$ cat src/rtl/knn_topk_sorter.sv
// Streaming top-K selector for k-NN: keeps the K smallest distances (with labels)
// in an ascending insertion-sorted buffer, then drains them smallest-first.
module knn_topk_sorter #(
    parameter int W      = 16,
    parameter int TYPE_W = 4,
    parameter int K      = 8
) (
    input  logic              clk,
    input  logic              rst_n,
    input  logic              start,
    input  logic              in_valid,
    output logic              in_ready,
    input  logic [W-1:0]      in_dist,
    input  logic [TYPE_W-1:0] in_type,
    input  logic              in_last,
    output logic              out_valid,
    input  logic              out_ready,
    output logic [W-1:0]      out_dist,
    output logic [TYPE_W-1:0] out_type,
    output logic              out_last,
    output logic              busy
);
    localparam int CW = $clog2(K + 1);
    localparam int RW = $clog2(K);

    typedef enum logic [1:0] {IDLE, FILL, DRAIN} state_t;

    state_t            state_q, state_d;
    logic [W-1:0]      dist_q [K];
    logic [W-1:0]      dist_d [K];
    logic [TYPE_W-1:0] type_q [K];
    logic [TYPE_W-1:0] type_d [K];
    logic [K-1:0]      valid_q, valid_d;
    logic [CW-1:0]     count_q, count_d;
    logic [RW-1:0]     rd_q, rd_d;
    logic [K-1:0]      ins, ins_prev;
    logic              accept, last_entry;

    // ins is monotonic over a sorted buffer, so the first set bit is the insertion
    // point and every set bit above it takes the entry from the slot below.
    always_comb begin
        ins = '0;
        for (int unsigned i = 0; i < K; i++) begin
            ins[i] = !valid_q[i] || (in_dist < dist_q[i]);
        end
    end

    assign ins_prev   = {ins[K-2:0], 1'b0};
    assign accept     = (state_q == FILL) && in_valid;
    assign last_entry = (CW'(rd_q) == (count_q - 1'b1));

    always_comb begin
        state_d = state_q;
        count_d = count_q;
        rd_d    = rd_q;
        valid_d = valid_q;
        dist_d  = dist_q;
        type_d  = type_q;
        case (state_q)
            IDLE: begin
                if (start) begin
                    valid_d = '0;
                    count_d = '0;
                    rd_d    = '0;
                    state_d = FILL;
                end
            end
            FILL: begin
                if (accept) begin
                    for (int unsigned i = 1; i < K; i++) begin
                        if (ins_prev[i]) begin
                            dist_d[i]  = dist_q[i-1];
                            type_d[i]  = type_q[i-1];
                            valid_d[i] = valid_q[i-1];
                        end
                    end
                    for (int unsigned i = 0; i < K; i++) begin
                        if (ins[i] && !ins_prev[i]) begin
                            dist_d[i]  = in_dist;
                            type_d[i]  = in_type;
                            valid_d[i] = 1'b1;
                        end
                    end
                    if (count_q < CW'(K)) begin
                        count_d = count_q + 1'b1;
                    end
                    if (in_last) begin
                        state_d = DRAIN;
                    end
                end
            end
            DRAIN: begin
                if (out_ready) begin
                    if (last_entry) begin
                        rd_d    = '0;
                        state_d = IDLE;
                    end else begin
                        rd_d = rd_q + 1'b1;
                    end
                end
            end
            default: state_d = IDLE;
        endcase
    end

    always_ff @(posedge clk or negedge rst_n) begin
        if (!rst_n) begin
            state_q <= IDLE;
            count_q <= '0;
            rd_q    <= '0;
            valid_q <= '0;
            for (int unsigned i = 0; i < K; i++) begin
                dist_q[i] <= '0;
                type_q[i] <= '0;
            end
        end else begin
            state_q <= state_d;
            count_q <= count_d;
            rd_q    <= rd_d;
            valid_q <= valid_d;
            for (int unsigned i = 0; i < K; i++) begin
                dist_q[i] <= dist_d[i];
                type_q[i] <= type_d[i];
            end
        end
    end

    assign in_ready  = (state_q == FILL);
    assign out_valid = (state_q == DRAIN);
    assign out_dist  = out_valid ? dist_q[rd_q] : '0;
    assign out_type  = out_valid ? type_q[rd_q] : '0;
    assign out_last  = out_valid && last_entry;
    assign busy      = (state_q != IDLE);
endmodule

$ cat config.mk
export PLATFORM = sky130hd
export DESIGN_NAME = knn_topk_sorter
export DESIGN_NICKNAME = d
export VERILOG_FILES = /design/src/rtl/knn_topk_sorter.sv
export SDC_FILE = /design/constraint.sdc
export NUM_CORES = 1
export LEC_CHECK = 0
export CAP_MARGIN = 10
export CORE_UTILIZATION = 35
export DETAILED_ROUTE_END_ITERATION = 10
export HOLD_SLACK_MARGIN = 0.08
export SETUP_SLACK_MARGIN = 0.5
export SLEW_MARGIN = 30
export SYNTH_ARGS = -nofsm -noshare
export SYNTH_HDL_FRONTEND = slang
export SYNTH_SLANG_ARGS = --single-unit
export TNS_END_PERCENT = 30
$ cat constraint.sdc
create_clock -name clk -period 2.65 [get_ports clk]
set_clock_uncertainty 0.15 [all_clocks]
set_input_delay 0.3975 -clock clk [delete_from_list [all_inputs] [get_ports clk]]
set_output_delay 0.3975 -clock clk [all_outputs]
set_load 0.01 [all_outputs]
==> flow_summary.ini <==
[grt]
gr-usage-all-layers = 0.267
antenna_found_initial = 0
grt_pass1_wl_mm = 74.2
grt_max_degree = 64
gr-total-overflow = 0
grt_pass1_vias = 12614

[power_and_ir_drop]
p_sw_frac = 0.423
power_frac_seq = 0.234
switching_power_mw = 8.93
pwr-share-comb = 0.643
vdd_drop_max_v = 0.000742
pwr-share-clk = 0.123
p_int_mw = 12.2
powerDensity_nw_per_um2 = 1150
power.leakage_nw = 7.93

[worst_setup_path]
crit_path_start_kind = flop
worstPathArrival_ps = 2970
cp-end-kind = flop
cpPeakStageDelay_ps = 530
cp.required_ps = 2840
cp_cell_sequence = inv_1, ha_1, nand4_1, or4_4, a211oi_2, o31ai_2, buf_4, o21a_4, buf_12, o221a_4
critical_path_class = reg -> reg
crit_slowest_cell = or4_4
cp_max_fo = 10

[floorplanning]
rows = 69
die_h_um = 192
die_area_um2 = 36800
core_um2 = 35500
boundaryPins = 50
initial_core_util = 0.355
die_w_um = 192

[routing]
vias_per_cell = 6.06
wl_per_cell_um = 23.2
routed-wl-met3_mm = 3.14
drtIter0Drc = 1053
vias = 12383
routed_wl_mm = 47.3
dr.pass1.iters = 8
wl_met1_mm = 19.2
wl_met2_mm = 22.7
ant_nets = 0
top_layer_used = met4
drc = 0

[run_status]
violations = negative setup slack
status = finished with violations

[timing]
fmaxAchievable_ghz = 0.359
tightest_slew_ps = 608
setup_viol = 65
period_needed_ps = 2790
slew_headroom = 0.595
min_period_over_period = 1.05
finalSetupTns_ps = -4690
final.setup.worst_slack_ps = -138
rsz0062_at_grt = yes
slew_violations = 0
hold_viol = 0

[logic_synthesis]
synthArstFlopShare = 1.00
yosys.area.top_type = dfrtp_1
synthCells = 1344
synth_top_family_by_area = compound AO/OA/AOI/OAI gates
synth_xor_area_frac = 0.00318
synth-simple-area-share = 0.148
ys_seq_elements = 177
synth_fa_ha_area_frac = 0.122
synth_edf_count = 0
syn_avg_cell_area_um2 = 9.38
synth_compound_area_frac = 0.207
ys_types = 64
yosys_warnings = 0
syn-num-nets = 1493
ys.flop_type = dfrtp_1
synthDominantCellAreaShare = 0.352
ys_seq_area_frac = 0.352
synth_area_um2 = 12600
synthTopCellsByArea = dfrtp_1, ha_1, mux4_2, inv_1, nand3_1
synth.mux.area_fraction = 0.0768

[cells_and_area]
finalNonFillerCells = 2042
diodes = 0
fin_nets = 1717
syn_to_final_growth_pct = 46.1
fin_util = 0.519
drive_above_1_share = 0.431

[clocking]
root_buffer = clkbuf_16
cts.path.max_buffers = 2
cts_htree_levels = 4
insertion_delay_ps = 460
clk_pin_slew_ps = 70
cts_tree = done
cts_made_buffers = 17
cts_sinks = 177

[placed_design]
dp_hpwl_mm = 30.2
post-place-ws_ps = -939
numPlacedInstances = 1923
gp_congestion = 0.862
port_buffers = 49

[hold_path]
hp-class = in -> reg

[flow_run]
maxCapViolations = 0
## synth_stat cells, types with 23 or more instances
library cell / number
clkbuf_1: 53
and2_1: 23
mux4_2: 40
dfrtp_1: 177
nand2_1: 101
a21oi_1: 57
o21ai_0: 47
ha_1: 123
inv_1: 168
buf_2: 36
nand3_1: 120
o221a_2: 40
nand4_1: 32
nor2_1: 45
nor3_1: 28
## power groups by stage
stage | Sequential [mW] | Combinational [mW] | Clock, mW
5_1_grt | 5.07 | 14.5 | 2.72
4_1_cts | 4.88 | 13.0 | 2.62
6_report | 4.94 | 13.6 | 2.61
3_5_place_dp | 4.92 | 9.70 | 0
2_1_floorplan | 4.62 | 6.36 | 0
3_3_place_gp | 4.88 | 9.47 | 0
## registers in the layout (all words and copies together), names as in the netlist
name,count
valid_q,8
type_q,32
rd_q,3
state_q,2
count_q,4
dist_q,128
## worst max-delay path: cells and delay by family (launching register included)
family	cells	cell delay [ps]
flip-flops	1	370
AO/OA/AOI/OAI	4	810
buffers and inverters	3	410
adder cells (fa/ha/maj)	1	290
AND/OR/NAND/NOR	2	640
## path summary, 6_finish.rpt
check | depth (start not counted) | slack [ps] | end | from
max | 10 | -140 | type_q[22] | dist_q[86]
max reg2reg | 10 | -140 | type_q[22] | dist_q[86]
min | 4 | 230 | dist_q[113] | in_dist[1]
max in group asynchronous | 3 | 1210 | dist_q[65] | rst_n
min reg2reg | 1 | 370 | type_q[3] | type_q[3]
min in group asynchronous | 2 | 360 | dist_q[13] | rst_n
## placed cells by master (no fill, tap or decap), types with 6 or more instances in the layout
master             n
o221ai_2          19
o221a_4           37
a21oi_1           38
nor2_1            43
o21ai_1            6
o31a_1            22
dfrtp_1          171
clkbuf_16         17
nor3_2            22
a221oi_2          18
and2_1            20
nand2_1           74
a222oi_1          20
a221o_1           21
dfrtp_2            6
o21a_1             7
buf_4            177
buf_6             38
o2111ai_1          9
a211oi_2           7
o21ai_0           20
buf_16            15
o21ai_2           18
buf_2             27
a21oi_2           16
nand2_2           25
inv_2             26
nand3_1          116
buf_12            35
ha_4              31
mux4_2            40
dlygate4sd2_1      6
ha_1              92
nand4_1           32
clkdlybuf4s50_1    8
inv_1            142
o2111ai_2         12
## repair_timing
item | in CTS | in global routing
pin swaps | 172 | 85
hold endpoints to repair | 57 | 0
setup buffers | 62 | 1
hold buffers | 1 | 0
gates cloned | 23 | 0
endpoints found under the setup margin | 184 | 185
resized for setup | 446 | 60
## cell families (layout without fill, tap and decap cells)
family	Yosys count	after routing
AO/OA/AOI/OAI	329	332
flip-flops	177	177
adder cells (fa/ha/maj)	123	123
buffers and inverters	285	517
XOR/XNOR	3	3
AND/OR/NAND/NOR	381	383
multiplexers	46	46
## metal layers
metal / vias up / track usage
li1: 5490 / -
met1: 6213 / 0.342
met2: 562 / 0.436
met3: 118 / 0.0418
met4: 0 / 0.131
met5: - / 0
## layout make-up
type | instances | area, µm²
Tap cell | 461 | 577
Inverter | 168 | 631
Clock buffer | 20 | 467
Multi-Input combinational cell | 887 | 8900
Clock inverter | 12 | 123
Fill cell | 3023 | 17100
Sequential cell | 177 | 4440
Timing Repair Buffer | 317 | 3280
## through the flow
step / total power, mW / instance area, µm² / hold slack (ps)
final: 21.1 / 18400 / 234
after global placement: 14.4 / 15300 / 289
after floorplan: 11.0 / 13000 / -48.1
after CTS: 20.5 / 18200 / 234
after detailed placement: 14.6 / 15300 / 277
after global routing: 22.3 / 18400 / 246
No activity file was read; power rests on OpenSTA's default activity.
